`config.mk`:
```
export PLATFORM = sky130hd
export DESIGN_NAME = mem_access_unit_flat
export DESIGN_NICKNAME = d
export VERILOG_FILES = /design/src/rtl/mem_access_unit_pkg.sv /design/src/rtl/mem_access_unit_if.sv /design/src/rtl/mem_access_unit_lane_align.sv /design/src/rtl/mem_access_unit.sv /design/src/flat_wrapper.sv
export SDC_FILE = /design/constraint.sdc
export NUM_CORES = 1
export LEC_CHECK = 0
export BUFFER_PORTS_ARGS = -buffer_cell sky130_fd_sc_hd__buf_2
export CORE_MARGIN = 2
export CORE_UTILIZATION = 48
export CTS_BUF_LIST = sky130_fd_sc_hd__clkbuf_4
export DETAILED_ROUTE_END_ITERATION = 8
export GPL_ROUTABILITY_DRIVEN = 0
export PLACE_DENSITY = 0.77
export SLEW_MARGIN = 25
export SYNTH_ARGS = -nofsm -noshare
export SYNTH_HDL_FRONTEND = slang
export SYNTH_HIERARCHICAL = 1
export SYNTH_SLANG_ARGS = --single-unit
```
`constraint.sdc`:
```
create_clock -name CLK -period 2.2 [get_ports CLK]
set_input_delay 0.11 -clock CLK [delete_from_list [all_inputs] [get_ports CLK]]
set_output_delay 0.11 -clock CLK [all_outputs]
set_load 0.02 [all_outputs]
```
`src/rtl/mem_access_unit_pkg.sv`:
```
// ---------------------------------------------------------------------------
// mem_access_unit_pkg
// Purpose : shared definitions for the load/store front end: access-size
//           encodings, the controller state enum and the byte-lane mask
//           helper used by both the top level and the lane aligner.
// Ports   : none (package).
// ---------------------------------------------------------------------------
package mem_access_unit_pkg;

  localparam logic [1:0] SZ_B = 2'b00;
  localparam logic [1:0] SZ_H = 2'b01;
  localparam logic [1:0] SZ_W = 2'b10;

  typedef enum logic [1:0] {
    IDLE = 2'b00,
    RD   = 2'b01,
    WR   = 2'b10,
    RESP = 2'b11
  } state_e;

  // Lane mask of an access. A halfword picks the upper or lower pair from
  // address bit 1. The reserved size yields an empty mask; such requests are
  // rejected before they reach the RAM anyway.
  function automatic logic [3:0] laneMask(input logic [1:0] size,
                                          input logic [1:0] offset);
    logic [3:0] mask;
    case (size)
      SZ_B:    mask = 4'b0001 << offset;
      SZ_H:    mask = offset[1] ? 4'b1100 : 4'b0011;
      SZ_W:    mask = 4'b1111;
      default: mask = 4'b0000;
    endcase
    return mask;
  endfunction

endpackage

```
`src/rtl/mem_access_unit_if.sv`:
```
// ---------------------------------------------------------------------------
// mem_access_unit_if
// Purpose : bundles the CPU-side request/response handshake and the RAM-side
//           bus of the load/store front end.
// Signals : req_valid/req_ready/req_we/req_size/req_unsigned/req_addr/
//           req_wdata (request), resp_valid/resp_rdata/resp_err (response),
//           mem_addr/mem_din/mem_we/mem_sel/mem_dout (RAM bus).
// Modports: slave  - the memory access unit itself
//           master - the CPU datapath / RAM side driving it
// ---------------------------------------------------------------------------
interface mem_access_unit_if
  import mem_access_unit_pkg::*;
#(
  parameter int ADDR_W = 10
);

  logic              req_valid;
  logic              req_ready;
  logic              req_we;
  logic [1:0]        req_size;
  logic              req_unsigned;
  logic [31:0]       req_addr;
  logic [31:0]       req_wdata;
  logic              resp_valid;
  logic [31:0]       resp_rdata;
  logic              resp_err;
  logic [ADDR_W-1:0] mem_addr;
  logic [31:0]       mem_din;
  logic              mem_we;
  logic [3:0]        mem_sel;
  logic [31:0]       mem_dout;

  modport slave (
    input  req_valid, req_we, req_size, req_unsigned, req_addr, req_wdata,
           mem_dout,
    output req_ready, resp_valid, resp_rdata, resp_err,
           mem_addr, mem_din, mem_we, mem_sel
  );

  modport master (
    output req_valid, req_we, req_size, req_unsigned, req_addr, req_wdata,
           mem_dout,
    input  req_ready, resp_valid, resp_rdata, resp_err,
           mem_addr, mem_din, mem_we, mem_sel
  );

endinterface

```
`src/rtl/mem_access_unit_lane_align.sv`:
```
// ---------------------------------------------------------------------------
// mem_access_unit_lane_align
// Purpose : purely combinational byte-lane steering for the load/store unit.
// Ports   : i_offset     - byte offset within the word (addr[1:0])
//           i_size       - access size (SZ_B/SZ_H/SZ_W)
//           i_unsigned   - zero-extend loads instead of sign-extending
//           i_rdWord     - word currently read from the RAM
//           i_oldWord    - word captured earlier for a read-modify-write
//           i_wdata      - right-aligned store data
//           o_sel        - byte-lane mask of the access
//           o_loadData   - extracted and extended load result
//           o_mergeData  - i_oldWord with the selected lanes replaced
// ---------------------------------------------------------------------------
module mem_access_unit_lane_align
  import mem_access_unit_pkg::*;
(
  input  logic [1:0]  i_offset,
  input  logic [1:0]  i_size,
  input  logic        i_unsigned,
  input  logic [31:0] i_rdWord,
  input  logic [31:0] i_oldWord,
  input  logic [31:0] i_wdata,
  output logic [3:0]  o_sel,
  output logic [31:0] o_loadData,
  output logic [31:0] o_mergeData
);

  logic [4:0]  w_shift;
  logic [31:0] w_lanes;
  logic [31:0] w_byteMask;

  // Loads shift the addressed lane down to bit 0 and then extend from the
  // top bit of the byte or halfword. Stores shift the data up into place and
  // overwrite only the masked lanes of the old word, so a word store simply
  // passes the new data through.
  always_comb begin
    w_shift     = {i_offset, 3'b000};
    w_lanes     = i_rdWord >> w_shift;
    o_sel       = laneMask(i_size, i_offset);
    w_byteMask  = {{8{o_sel[3]}}, {8{o_sel[2]}}, {8{o_sel[1]}}, {8{o_sel[0]}}};
    o_mergeData = (i_oldWord & ~w_byteMask) | ((i_wdata << w_shift) & w_byteMask);
    case (i_size)
      SZ_B:    o_loadData = {{24{~i_unsigned & w_lanes[7]}}, w_lanes[7:0]};
      SZ_H:    o_loadData = {{16{~i_unsigned & w_lanes[15]}}, w_lanes[15:0]};
      default: o_loadData = w_lanes;
    endcase
  end

endmodule

```
`src/rtl/mem_access_unit.sv`:
```
// ---------------------------------------------------------------------------
// mem_access_unit
// Purpose : load/store front end between the CPU datapath and a word-wide
//           data RAM with a single write enable. Sub-word stores are done as
//           read-modify-write; illegal requests are answered with an error
//           without any RAM cycle.
// Ports   : CLK - clock, rising edge
//           RST - synchronous active-high reset
//           bus - mem_access_unit_if.slave (request, response and RAM bus)
// ---------------------------------------------------------------------------
module mem_access_unit
  import mem_access_unit_pkg::*;
#(
  parameter int ADDR_W = 10
)(
  input logic              CLK,
  input logic              RST,
  mem_access_unit_if.slave bus
);

  state_e            r_state;
  state_e            w_nextState;
  logic [ADDR_W+1:0] r_addr;
  logic [1:0]        r_size;
  logic              r_we;
  logic              r_unsigned;
  logic              r_err;
  logic [31:0]       r_wdata;
  logic [31:0]       r_rdata;
  logic [31:0]       r_memWord;

  logic              w_accept;
  logic              w_reqErr;
  logic              w_busActive;
  logic [3:0]        w_sel;
  logic [31:0]       w_loadData;
  logic [31:0]       w_mergeData;

  mem_access_unit_lane_align u_laneAlign (
    .i_offset    (r_addr[1:0]),
    .i_size      (r_size),
    .i_unsigned  (r_unsigned),
    .i_rdWord    (bus.mem_dout),
    .i_oldWord   (r_memWord),
    .i_wdata     (r_wdata),
    .o_sel       (w_sel),
    .o_loadData  (w_loadData),
    .o_mergeData (w_mergeData)
  );

  // Legality of the incoming request is judged on the raw request so that a
  // bad access goes straight to RESP and never drives the RAM bus.
  always_comb begin
    w_accept = bus.req_valid && (r_state == IDLE);
    w_reqErr = (bus.req_size == 2'b11)
            || ((bus.req_size == SZ_H) && bus.req_addr[0])
            || ((bus.req_size == SZ_W) && (bus.req_addr[1:0] != 2'b00))
            || (|bus.req_addr[31:ADDR_W+2]);
  end

  // State register; reset always returns to IDLE, which also abandons a
  // pending read-modify-write before it reaches WR.
  always_ff @(posedge CLK) begin
    if (RST) begin
      r_state <= IDLE;
    end else begin
      r_state <= w_nextState;
    end
  end

  // Next-state logic: word stores skip the read, sub-word stores read first
  // and then write, loads read and respond.
  always_comb begin
    w_nextState = r_state;
    case (r_state)
      IDLE: begin
        if (w_accept) begin
          if (w_reqErr) begin
            w_nextState = RESP;
          end else if (bus.req_we && (bus.req_size == SZ_W)) begin
            w_nextState = WR;
          end else begin
            w_nextState = RD;
          end
        end
      end
      RD:      w_nextState = r_we ? WR : RESP;
      WR:      w_nextState = RESP;
      default: w_nextState = IDLE;
    endcase
  end

  // Request capture on acceptance, plus the RD-cycle snapshot of the RAM
  // word: it feeds the store merge and, for loads, the extracted result.
  always_ff @(posedge CLK) begin
    if (RST) begin
      r_addr     <= '0;
      r_size     <= SZ_B;
      r_we       <= 1'b0;
      r_unsigned <= 1'b0;
      r_err      <= 1'b0;
      r_wdata    <= '0;
      r_rdata    <= '0;
      r_memWord  <= '0;
    end else if (w_accept) begin
      r_addr     <= bus.req_addr[ADDR_W+1:0];
      r_size     <= bus.req_size;
      r_we       <= bus.req_we;
      r_unsigned <= bus.req_unsigned;
      r_err      <= w_reqErr;
      r_wdata    <= bus.req_wdata;
      r_rdata    <= '0;
      r_memWord  <= '0;
    end else if (r_state == RD) begin
      r_memWord <= bus.mem_dout;
      if (!r_we) begin
        r_rdata <= w_loadData;
      end
    end
  end

  // Output gating: the RAM bus is only active in RD/WR, write data only in
  // WR, and the response fields are forced to zero outside RESP.
  always_comb begin
    w_busActive    = (r_state == RD) || (r_state == WR);
    bus.req_ready  = (r_state == IDLE);
    bus.mem_we     = (r_state == WR);
    bus.mem_addr   = w_busActive ? r_addr[ADDR_W+1:2] : '0;
    bus.mem_sel    = w_busActive ? w_sel : 4'b0000;
    bus.mem_din    = (r_state == WR) ? w_mergeData : 32'h0;
    bus.resp_valid = (r_state == RESP);
    bus.resp_err   = (r_state == RESP) && r_err;
    bus.resp_rdata = (r_state == RESP) ? r_rdata : 32'h0;
  end

endmodule

```
`src/flat_wrapper.sv`:
```
// flat-port wrapper written by rule: the top's interface ports become plain ports
module mem_access_unit_flat import mem_access_unit_pkg::*;
#(
  parameter int ADDR_W = 10
)
  (CLK, RST, bus_req_valid, bus_req_we, bus_req_size, bus_req_unsigned, bus_req_addr, bus_req_wdata, bus_mem_dout, bus_req_ready, bus_resp_valid, bus_resp_rdata, bus_resp_err, bus_mem_addr, bus_mem_din, bus_mem_we, bus_mem_sel);
  mem_access_unit_if #(.ADDR_W(ADDR_W)) bus_i ();
  input logic CLK;
  input logic RST;
  input wire logic [$bits(bus_i.req_valid)-1:0] bus_req_valid;
  input wire logic [$bits(bus_i.req_we)-1:0] bus_req_we;
  input wire logic [$bits(bus_i.req_size)-1:0] bus_req_size;
  input wire logic [$bits(bus_i.req_unsigned)-1:0] bus_req_unsigned;
  input wire logic [$bits(bus_i.req_addr)-1:0] bus_req_addr;
  input wire logic [$bits(bus_i.req_wdata)-1:0] bus_req_wdata;
  input wire logic [$bits(bus_i.mem_dout)-1:0] bus_mem_dout;
  output wire logic [$bits(bus_i.req_ready)-1:0] bus_req_ready;
  output wire logic [$bits(bus_i.resp_valid)-1:0] bus_resp_valid;
  output wire logic [$bits(bus_i.resp_rdata)-1:0] bus_resp_rdata;
  output wire logic [$bits(bus_i.resp_err)-1:0] bus_resp_err;
  output wire logic [$bits(bus_i.mem_addr)-1:0] bus_mem_addr;
  output wire logic [$bits(bus_i.mem_din)-1:0] bus_mem_din;
  output wire logic [$bits(bus_i.mem_we)-1:0] bus_mem_we;
  output wire logic [$bits(bus_i.mem_sel)-1:0] bus_mem_sel;
  assign bus_i.req_valid = bus_req_valid;
  assign bus_i.req_we = bus_req_we;
  assign bus_i.req_size = bus_req_size;
  assign bus_i.req_unsigned = bus_req_unsigned;
  assign bus_i.req_addr = bus_req_addr;
  assign bus_i.req_wdata = bus_req_wdata;
  assign bus_i.mem_dout = bus_mem_dout;
  assign bus_req_ready = bus_i.req_ready;
  assign bus_resp_valid = bus_i.resp_valid;
  assign bus_resp_rdata = bus_i.resp_rdata;
  assign bus_resp_err = bus_i.resp_err;
  assign bus_mem_addr = bus_i.mem_addr;
  assign bus_mem_din = bus_i.mem_din;
  assign bus_mem_we = bus_i.mem_we;
  assign bus_mem_sel = bus_i.mem_sel;
  mem_access_unit #(.ADDR_W(ADDR_W)) u_core (.CLK(CLK), .RST(RST), .bus(bus_i));
endmodule
```
==> flow_metrics.env <==
export IMPL_die_area_sq_um=14400
export IMPL_clock_sinks=115
export IMPL_synth_area_leaders="dfxtp_1 36%, nand2_1 12%, mux2i_1 10%, a21oi_1 8.5%, and2_1 8.4%"
export IMPL_min_path_type="primary input to flop"
export IMPL_final_setup_skew_ns=0.0281
export IMPL_timing_hold_ws_ns=0.0588
export IMPL_syn_inst=842
export IMPL_synth_async_reset_ratio_pct=0
export IMPL_crit_path_end_kind="output port"
export IMPL_grt_pass1_wl_um=32800
export IMPL_crit_fanout=9
export IMPL_fp_dieH_um=120
export IMPL_period_needed_ns=2.30
export IMPL_fillCellCount=1015
export IMPL_cp_slowest_cell="dfxtp_4"
export IMPL_viasPerCell=5.31
export IMPL_synthesis_area_sq_um=6440
export IMPL_grt_ovfl_total=0
export IMPL_clk_latency_ns=0.54
export IMPL_port_buffers=184
export IMPL_nets=1227
export IMPL_clockBufferDepth=2
export IMPL_grt_max_degree=65
export IMPL_start_util_pct=48.9
export IMPL_wirelength_um=22200
export IMPL_final_cells=1308
export IMPL_grt_usage_pct=29.2
export IMPL_postRouteAntennaNets=0
export IMPL_hold_viol=0
export IMPL_status="complete, but fails checks"
export IMPL_dp_hpwl_um=13500
export IMPL_worstRegToRegCells=7
export IMPL_vias=6947
export IMPL_cts_buffers=17
export IMPL_die_w_um=120
export IMPL_yosysSeqAreaShare_pct=35.7
export IMPL_violations="setup timing"
export IMPL_timing_slew_headroom_pct=62.7
export IMPL_cap_viol_max_count=0
export IMPL_path_buf_inv=2
export IMPL_io_pins=185
export IMPL_dp_cells=1155
export IMPL_drt_drc_violations_left=0
export IMPL_cp_start_kind="flop"
export IMPL_ys_flop_type="dfxtp_1"
export IMPL_drt_iter0_drc=599
export IMPL_slowest_delay_ns=0.44
export IMPL_clk_pin_slew_ns=0.10
export IMPL_synth_edff_count=0
export IMPL_cts_tree="built"
export IMPL_h_tree_depth=4
export IMPL_dr_pass1_iters=5
export IMPL_ys_types=41
export IMPL_critPathTopFamily="flip-flops"
export IMPL_rows=42
export IMPL_vdd_drop_max_mv=0.543
export IMPL_worstSetupPathType="flop to output port"
export IMPL_cp_cell_sequence="buf_12, nor2b_1, a211oi_1, a21oi_1, mux2_2, and2_1, buf_2"
export IMPL_synth_area_leader_cell="dfxtp_1"
export IMPL_p_leak_nw=3.99
export IMPL_layout_commonest_cell="nand2_1"
export IMPL_synth_seq_cells=115
export IMPL_worst_ep_required_time_ns=2.09
export IMPL_syn_num_nets=949
export IMPL_setup_violations_final=15
export IMPL_tightestPinTransition_ns=0.559
export IMPL_syn_avg_cell_area_sq_um=7.65
export IMPL_layout_drive_gt1_share_pct=29.3
export IMPL_setup_tns_ns=-0.527
export IMPL_slew_viol_final=0
export IMPL_diodes=0
export IMPL_area_delta_synth_final_pct=43.2
export IMPL_fmax_ghz=0.435
export IMPL_crit_cells=7
export IMPL_rsz0062_at_grt="yes"
export IMPL_antenna_found_initial=0
export IMPL_holdPathStages=5
export IMPL_setup_slack_ns=-0.0976
export IMPL_synth_top_area_share_pct=35.7
export IMPL_avgRoutedWirePerCell_um=17.0
export IMPL_root_buffer="clkbuf_4"
export IMPL_period_share_pct=104
export IMPL_yosys_warnings=6
export IMPL_final_cell_mix="208 x nand2_1, 171 x buf_2, 111 x dfxtp_1"
export IMPL_grt_pass1_vias=6448
export IMPL_cp_arrival_ns=2.19
export IMPL_powerDensity_nw_per_um2=878
export IMPL_core_area_sq_um=13200
-- per-layer routing --
metal,GRT usage [%],part of all wire (%),wire [um],vias up
li1,-,-,-,3342
met1,34.2,40,8970,3174
met2,49.9,48,10700,351
met3,5.56,6.4,1430,80
met4,16.4,5.3,1180,0
met5,0,0,0,-
-- synthesized netlist by cell type, types with 2 or more instances --
library cell	n
a21oi_2	2
o21ai_0	17
or3_1	2
buf_1	3
o21ai_1	2
nor2_1	48
mux2i_1	66
nor4_2	2
and2_1	87
inv_1	13
mux2_1	6
a211oi_1	16
a21oi_1	109
nor4_1	3
nor3_1	3
nor2_2	2
nand2b_1	4
buf_2	25
ha_1	4
clkbuf_1	31
buf_4	4
nand2_1	210
nand2_2	2
mux2_2	28
nor2b_1	20
buf_6	4
dfxtp_1	115
-- cell families after synthesis --
family                   synth area share [%]
AND/OR/NAND/NOR                          28.1
AO/OA/AOI/OAI                            13.0
flip-flops                               35.7
multiplexers                             16.5
buffers and inverters                    5.84
adder cells (fa/ha/maj)                 0.777
-- worst reg2reg max path: stages, from the launching register on --
cell and delay (ns):
dfxtp_1 0.35, inv_1 0.09, ha_2 0.22, and2_1 0.15, buf_6 0.32, nand2_1 0.15, a21oi_1 0.16, dlygate4sd3_1 0.57
-- what timing repair did --
item / 4_1_cts / 5_1_grt
hold buffers: 104 / 0
setup buffers: 10 / 4
gates resized for setup: 53 / 43
gates cloned: 3 / 2
pin swaps: 1 / 2
setup endpoints to repair: 34 / 62
endpoints found under the hold margin: 91 / 0
-- where the power goes --
group          total, mW  leakage [nW]  internal (mW)  switching [mW]
clock network       1.49         0.143          0.675           0.813
registers           2.81         0.940           2.47           0.338
logic               3.81          2.91           1.62            2.19
total               8.11          3.99           4.77            3.34
-- path summary, 6_finish.rpt --
check	from	to	slack, ns
worst max-delay path	u_core/r_addr[1]$_SDFFE_PP0P_	bus_mem_din[28]	-0.1
worst min-delay path	bus_req_addr[28]	u_core/r_state[0]$_SDFFE_PP0P_	0.06
worst max register to register	u_core/r_state[0]$_SDFFE_PP0P_	u_core/r_addr[6]$_SDFFE_PP0P_	0.14
worst min register to register	u_core/r_rdata[24]$_SDFFE_PP0P_	u_core/r_rdata[24]$_SDFFE_PP0P_	0.45
-- state kept, by name, indices dropped and copies added, names as in the netlist --
register,flops
u_core/r_addr,12
u_core/r_err,1
u_core/r_memWord,32
u_core/r_rdata,32
u_core/r_size,2
u_core/r_state,2
u_core/r_unsigned,1
u_core/r_wdata,32
u_core/r_we,1
-- final cells by class --
cell class	instances	area, sq um	area share [%]
clock buffers	19	143	1.55
clock inverters	12	116	1.26
inverters	13	48.8	0.529
multi-input cells	649	3980	43.1
flip-flops and latches	115	2320	25.1
well taps	176	220	2.39
repair buffers	324	2410	26.1
-- through the flow --
stage                     util, %  instance area (sq um)  setup slack [ns]  total power [mW]
after global routing         70.0                   9230            -0.146              8.54
after detailed placement     56.4                   7440             0.260              5.94
after floorplan                 -                   6440             0.554              5.10
after CTS                    68.3                   9010           -0.0268              7.79
final                        70.0                   9230           -0.0976              8.11
after global placement       56.4                   7440             0.286              5.90
No activity file was read; power rests on OpenSTA's default activity.
